--- config.mk ---
export PLATFORM = sky130hd
export DESIGN_NAME = lsu_axi_bridge
export DESIGN_NICKNAME = d
export VERILOG_FILES = /design/src/rtl/lsu_axi_bridge.sv
export SDC_FILE = /design/constraint.sdc
export NUM_CORES = 1
export LEC_CHECK = 0
export ABC_AREA = 1
export ABC_CLOCK_PERIOD_IN_PS = 1250
export BUFFER_PORTS_ARGS = -buffer_cell sky130_fd_sc_hd__buf_2
export CAP_MARGIN = 20
export CORE_AREA = 2 2 194 196
export DETAILED_ROUTE_END_ITERATION = 8
export DIE_AREA = 0 0 196 198
export GPL_TIMING_DRIVEN = 0
export SYNTH_ARGS = -nofsm -noshare
export SYNTH_HDL_FRONTEND = slang
export SYNTH_SLANG_ARGS = --single-unit
--- constraint.sdc ---
create_clock -name clk -period 1.25 [get_ports clk]
set_input_delay 0 -clock clk [delete_from_list [all_inputs] [get_ports clk]]
set_output_delay 0 -clock clk [all_outputs]
set_load 0.02 [all_outputs]
--- src/rtl/lsu_axi_bridge.sv ---
// lsu_axi_bridge
//   Bridges the core's valid/ready memory request onto an AXI4 master port.
//   Only one transaction is in flight at a time. Reads may be bursts of up to
//   256 beats. Writes are always a single beat. Each read beat, or the write
//   completion, comes back on a registered one-cycle response pulse.
//
// Ports
//   clk, reset                      clock; synchronous active-high reset
//   req_*                           core request (valid/ready, wen, addr, len, wdata, wstrb)
//   resp_valid/resp_data/resp_last  registered response beat
//   ar_*, rd_*                      AXI read address / read data channels
//   aw_*, wd_*, wstrb, wr_*         AXI write address / data / response channels
//
// Configuration
//   AXI_TIMEOUT_EN   When defined, a watchdog counter aborts a transaction that
//                    sees no AXI handshake for TIMEOUT cycles. The bridge then
//                    returns a 64'hDEAD_BEEF_DEAD_BEEF response with resp_last=1.
module lsu_axi_bridge #(
  parameter int TIMEOUT_W = 8,
  parameter int TIMEOUT   = 255
) (
  input  logic        clk,
  input  logic        reset,
  input  logic        req_valid,
  output logic        req_ready,
  input  logic        req_wen,
  input  logic [63:0] req_addr,
  input  logic [7:0]  req_len,
  input  logic [63:0] req_wdata,
  input  logic [7:0]  req_wstrb,
  output logic        resp_valid,
  output logic [63:0] resp_data,
  output logic        resp_last,
  output logic        ar_valid,
  input  logic        ar_ready,
  output logic [63:0] ar_addr,
  output logic [7:0]  ar_len,
  input  logic        rd_valid,
  output logic        rd_ready,
  input  logic [63:0] rd_data,
  input  logic        rd_last,
  output logic        aw_valid,
  input  logic        aw_ready,
  output logic [63:0] aw_addr,
  output logic        wd_valid,
  input  logic        wd_ready,
  output logic [63:0] wd_data,
  output logic [7:0]  wstrb,
  output logic        wd_last,
  input  logic        wr_valid,
  output logic        wr_ready
);

  if (TIMEOUT >= (1 << TIMEOUT_W)) begin : g_bad_timeout
    $error("lsu_axi_bridge: TIMEOUT does not fit in TIMEOUT_W bits");
  end

  typedef enum logic [2:0] {IDLE, AR, R, W, B} state_t;

  typedef struct packed {
    logic [63:0] addr;
    logic [7:0]  len;
    logic [63:0] wdata;
    logic [7:0]  wstrb;
  } req_t;

  state_t state, state_nxt;
  req_t   lat;
  logic   aw_done, w_done;
  logic   aw_hs, w_hs;
  logic   abort;

  assign aw_hs = aw_valid && aw_ready;
  assign w_hs  = wd_valid && wd_ready;

  // Address/data outputs come straight from the latched request, so they
  // stay stable for the whole transaction regardless of the slave's ready.
  assign ar_addr = lat.addr;
  assign ar_len  = lat.len;
  assign aw_addr = lat.addr;
  assign wd_data = lat.wdata;
  assign wstrb   = lat.wstrb;
  assign wd_last = 1'b1;

`ifdef AXI_TIMEOUT_EN
  logic                 any_hs;
  logic [TIMEOUT_W-1:0] wdog;

  assign any_hs = (ar_valid && ar_ready) || (rd_valid && rd_ready) || aw_hs || w_hs ||
                  (wr_valid && wr_ready);

  always_ff @(posedge clk) begin
    if (reset || state == IDLE || any_hs) wdog <= '0;
    else                                  wdog <= wdog + 1'b1;
  end

  assign abort = (state != IDLE) && (wdog == TIMEOUT_W'(TIMEOUT));
`else
  assign abort = 1'b0;
`endif

  always_comb begin
    state_nxt = state;
    req_ready = 1'b0;
    ar_valid  = 1'b0;
    rd_ready  = 1'b0;
    aw_valid  = 1'b0;
    wd_valid  = 1'b0;
    wr_ready  = 1'b0;
    case (state)
      IDLE: begin
        req_ready = 1'b1;
        if (req_valid) state_nxt = req_wen ? W : AR;
      end
      AR: begin
        ar_valid = 1'b1;
        if (ar_ready) state_nxt = R;
      end
      R: begin
        rd_ready = 1'b1;
        if (rd_valid && rd_last) state_nxt = IDLE;
      end
      W: begin
        // Address and data channels complete independently; move on once
        // both have handshaken, whether earlier or in this cycle.
        aw_valid = !aw_done;
        wd_valid = !w_done;
        if ((aw_done || aw_hs) && (w_done || w_hs)) state_nxt = B;
      end
      B: begin
        wr_ready = 1'b1;
        if (wr_valid) state_nxt = IDLE;
      end
      default: state_nxt = IDLE;
    endcase
    if (abort) state_nxt = IDLE;
  end

  always_ff @(posedge clk) begin
    if (reset) begin
      state      <= IDLE;
      lat        <= '0;
      aw_done    <= 1'b0;
      w_done     <= 1'b0;
      resp_valid <= 1'b0;
      resp_data  <= '0;
      resp_last  <= 1'b0;
    end else begin
      state      <= state_nxt;
      resp_valid <= 1'b0;
      if (state == IDLE && req_valid)
        lat <= '{addr: req_addr, len: req_len, wdata: req_wdata, wstrb: req_wstrb};
      // Done flags live only while in W; leaving W clears them for the next write.
      if (state == W && state_nxt == W) begin
        aw_done <= aw_done || aw_hs;
        w_done  <= w_done || w_hs;
      end else begin
        aw_done <= 1'b0;
        w_done  <= 1'b0;
      end
      if (abort) begin
        resp_valid <= 1'b1;
        resp_data  <= 64'hDEAD_BEEF_DEAD_BEEF;
        resp_last  <= 1'b1;
      end else if (state == R && rd_valid) begin
        resp_valid <= 1'b1;
        resp_data  <= rd_data;
        resp_last  <= rd_last;
      end else if (state == B && wr_valid) begin
        resp_valid <= 1'b1;
        resp_data  <= '0;
        resp_last  <= 1'b1;
      end
    end
  end

endmodule

; After elaboration in Yosys (flattened, before gate mapping)
; Cells that the tools add are included.
[word_totals]
ff_bits = 215
in_bits = 218
output_inout_bits = 281
elab_cells = 50
[classes]
eq_ne = 5
muxes = 19
bitwise_logic = 1
n_reduce_logical = 15
[op_table]
columns = operator, count
row1 = 64-bit two-way mux, 2
row2 = 3-bit two-way mux, 5
row3 = 3-bit case mux with 5 select lines, 1
row4 = 1-bit two-way mux, 10
row5 = 3-bit by 2-bit equality test with 1-bit output (second input constant), 3
row6 = 1-bit logical AND, 8
row7 = 3-bit by 1-bit equality test with 1-bit output (second input constant), 1
row8 = 3-bit equality test (second input constant), 1
row9 = 3-bit logical NOT, 1
row10 = 1-bit logical NOT, 2
row11 = 1-bit logical OR, 2
row12 = 2-bit two-way mux, 1
row13 = 2-bit nonzero test, 1
row14 = 2-bit OR reduction, 1
row15 = 1-bit inverter, 1

; Logic depth before layout (Yosys ltp)
[logic_depth]
word_depth = 11
depth_mapped = 9
mapped_depth_nobuf = 7

; Worst setup path after synthesis
; Ideal clock, no wire load.
[synth_path]
kind = reg2reg
start = reg state[2]
end = reg state[2]
setup_ns = 0.070
arrival_ns = 1.241
required_time_ns = 1.180
path_slack_ns = -0.062
stages_incl_launch_ff = 5
path_buffers = 0
synth_period_minus_slack_ns = 1.312
cell_sequence = dfxtp_1 -> inv_2 -> nor3_1 -> nand2_1 -> a21oi_1
[synth_via]
elab_chain_cells = 7
elab_cells_between_ends = 18
classes_between = eq/ne (4) / mux (8) / reduce/logical (6)
[synth_lines]
columns = item, line_no
row1 = from (decl), 67  ; state_t state, state_nxt;
row2 = from (signal assigned), 149  ; state <= state_nxt;
row3 = 3-bit by 2-bit equality test with 1-bit output, 110  ; case (state)
row4 = 1-bit two-way mux, 110
row5 = 1-bit logical AND (on tied branches), "73, 74"
row6 = 1-bit logical OR, 128  ; if ((aw_done || aw_hs) && (w_done || w_hs)) state_nxt = B;
row7 = 1-bit logical AND, 128
row8 = 3-bit two-way mux, 128
row9 = 3-bit case mux with 5 select lines *, 110
; Mark *: on every way between the ends. The rest lies on a longest branch, timed or not.
; A chain may end at the register's enable or synchronous reset.

; Worst setup path after layout
[layout_path]
start = reg state[0]
end = reg lat (netlist bit wd_data[30])
[layout_via]
elab_chain_cells = 2
[layout_lines]
columns = item, line_no
row1 = 3-bit logical NOT, 151  ; if (state == IDLE && req_valid)
row2 = 1-bit logical AND, 151
row3 = to (signal assigned), 152  ; lat <= '{addr: req_addr, len: req_len, wdata: req_wdata, wstrb: req_wstrb};
row4 = to (decl), 68  ; req_t lat;
; No other way between the ends.

==> results.md <==
* Outcome: finished, violations left
* Violations in the final reports: setup timing
* CTS tree: built
* Crit Path Category: flop to flop
* Leakage dissipation at 8.43 nW
* Layout Nets at 2062
* Min-Delay Path Class: input pin to flop
* Starting density of the core at 22.5%
* Leading cell types in the layout, fill and taps excluded: buf_2, dlygate4sd3_1, a21oi_2, nand2_4, dfxtp_1
* Crit path launch: state[0]
* Total gr overflow at 0
* # Max-Cap Violations at 0
* Sum of buffers and inverters on the critical path at 4
* Clock transition at the register clock pins on the worst setup and hold paths after CTS at 0.07 ns
* FF+latch area at 4370 um^2
* Worst r2r src: state[0]
* Fraction of layout cells with a size suffix above 1 at 65.4%
* Arrival time reported for the critical path endpoint at 1.93 ns
* Layout Area Growth over Synthesis at 123%
* Placeable core region at 37000 um^2
* Final number of hold-violating endpoints at 0
* Dominant combinational cell family by area after synthesis: simple AND/OR/NAND/NOR gates
* Vias in the first global route at 10900
* Row count at 71
* Endpoint class of the critical path: flop
* Delay of the slowest cell on the worst path at 0.38 ns
* Final Cycle Share at 123%
* Destination of the worst register-to-register timing path: wd_data[30]
* Synthesized flop and latch total at 215
* List of cells traversed by the critical path: nor2_4, buf_6, nand3_4, buf_12, buf_16, buf_16, nand2_2, a21oi_2
* Mux cell area share after synthesis at 0%
* Wire length after detailed routing at 45700 um
* Biggest area contributors in the synthesized netlist: dfxtp_1, nand2_1, a21oi_1
* Detailed Route Iter0 Violations at 348
* GR Layer Usage met3 at 4.26%
* Largest net degree at the start of global routing at 13
* Largest clock skew in the final design at 0.0176 ns
* Count of port buffers added during placement at 496
* Antenna violations before repair at 5
* Slew margin rel. at 37.7%
* ANT nets after route at 0
* Detail-routed net length per standard cell at 19.5 um
* Number of vias after detailed routing at 11000
* Total power after layout at 24.5 mW
* Post-synthesis sequential area ratio at 51.8%
* Global-route wire length before repair at 61900 um
* Xor/xnor cell area share of the yosys netlist at 0%
* Fill cell total of the finished layout at 3105
* Slowest library cell on the worst path: dfxtp_4
* Required @ worst endpoint at 1.64 ns
* Clk_lat worst skew at 0.55 ns
* Cell type with the highest aggregate area in the netlist: dfxtp_1
* Power Dens Cells at 1320 nW/um^2
* Number of unique standard cell types used by synthesis at 20
* CP top delay family: buffers and inverters
* DRC violation count after routing at 0
* Post-route worst setup slack at -0.285 ns
* Final weighted congestion of routability-driven global placement at 0.849
* Worst setup SP type: flop
* CP dominant cell by count: buf_16
* Cell area after technology mapping at 8310 um^2
* Internal reg-to-reg setup slack at -0.29 ns
* Cell count of the worst reg-to-reg path at 8
* Compound-Gate Fraction of Synth Area at 12.8%
* CTS max path bufs at 3
* Total stage count of the critical path at 8
* Clk root buf: clkbuf_16
* Share of synthesized cell area in and, or, nand and nor gates at 23.0%
* Router iterations before antenna repair at 5
* Largest vdd supply drop at 0.000999 V
* Number of slew-limit violations in the final report at 0
* Detailed-route vias per instance at 4.69
* Area used by multi-input combinational logic at 5480 um^2
* CTS buffer count at 25
* Die outline width at 196 um
* Setup repair after global routing missed its margin: true
* Top Usage Layer GRT: met2
* Num ports at 499
* Global-route usage over all layers at 20.6%
* Post-layout minimum cycle time at 1.54 ns
* H-tree depth at 1
* Worst Setup EP: wd_data[30]
* Adder-cell share of the synthesized area at 0%
* Worst-path fanout max at 8
* Die H at 198 um
* HPWL after detailed placement at 25700 um
* Most frequent standard cell in the layout excluding fill and tap cells: buf_2
* Maximum clock frequency at 651 MHz
* Number of standard cells after synthesis at 1047
* Post-Synthesis Mean Instance Area at 7.94 um^2
* Met2 Resource Use GR at 37.4%
* Clock net sink count at 215
* Setup_tns at -49.57 ns
* Met1 Use GR at 22.3%
* Full die area at 38800 um^2
* Transition time of the tightest slew-check pin at 0.934 ns
* Final setup viols at 216
* Synth Net Count at 1265
* Proportion of netlist area held by the largest area contributor at 51.8%
* Yosys warnings at 0
worst register-to-register path: cells and delay by family, from the launching register on:
| family | cells | cell delay (ns) |
|---|---|---|
| buffers and inverters | 4 | 0.64 |
| AND/OR/NAND/NOR | 3 | 0.30 |
| flip-flops | 1 | 0.38 |
| AO/OA/AOI/OAI | 1 | 0.05 |
Yosys cell counts, drive strengths merged:
cell type  number
nand2         285
dfxtp         215
a21oi         211
nand3         150
buf           118
clkbuf         31
inv            16
nor2           10
nand4           5
nor3            2
o21ai           2
clkinv          1
conb            1
report_power, final:
part,internal [mW],switching (mW),leakage [nW],total (mW)
sequential,7.45,0.659,1.78,8.11
clock,4.40,3.13,0.404,7.52
combinational,4.24,4.65,6.25,8.89
through the flow:
step / hold WS, ns / cells / setup slack [ns] / util, % / instance area, um^2
2_1_floorplan: 0.147 / 1047 / 0.0283 / - / 8320
3_3_place_gp: 0.254 / 2017 / -0.576 / 30.8 / 11400
6_report: 0.127 / 2343 / -0.285 / 50.1 / 18500
5_1_grt: 0.134 / 2341 / -0.325 / 50.1 / 18500
3_5_place_dp: 0.259 / 2017 / -0.556 / 30.8 / 11400
4_1_cts: 0.0569 / 2345 / -0.349 / 46.9 / 17300
how the worst min path moves through the flow:
stage,startpoint,to,slack [ns],cells after the start
after floorplan,rd_data[21],resp_data[21],0.15,2
after global placement,rd_data[37],resp_data[37],0.25,3
after detailed placement,rd_data[53],resp_data[53],0.26,3
after CTS,reset,resp_valid,0.06,3
after global routing,req_valid,wd_data[63],0.13,6
final,req_valid,wd_data[63],0.13,6
cells by family after synthesis:
kind of cell,after synthesis
and+or+nand+nor,452
DFF,215
buffers and inverters,166
AOI/OAI and AO/OA,213
other,1
sequential cells by signal (all words and copies together) (netlist names):
name and cells:
w_done 1, resp_last 1, ar_len 8, state 3, aw_done 1, wd_data 64, resp_data 64, resp_valid 1
ar_addr 64, wstrb 8
area by class of cell:
class / instances / share of cell area (%)
timing repair buffer: 774 / 31.7
multi-input combinational: 666 / 29.6
sequential: 215 / 23.6
buffer: 144 / 6.77
clock buffer: 36 / 3.87
tap: 474 / 3.20
inverter: 17 / 0.601
clock inverter: 10 / 0.588
antenna: 6 / 0.0811
timing repair inverter: 1 / 0.0473
repair_timing:
| item | in CTS | in global routing |
|---|---|---|
| gates cloned | 36 | 2 |
| pin swaps | 113 | 58 |
| setup endpoints to repair | 222 | 232 |
| buffers inserted | 33 | 10 |
| hold buffers | 215 | 0 |
| resized for setup | 483 | 404 |
| hold endpoints to repair | 214 | 0 |
metal layers:
layer	vias up	routed length, um
met5	-	17
met4	2	2670
met3	152	2900
met2	534	23200
met1	5278	16900
li1	5032	-
Note: power is estimated with default switching activity, not from simulation.
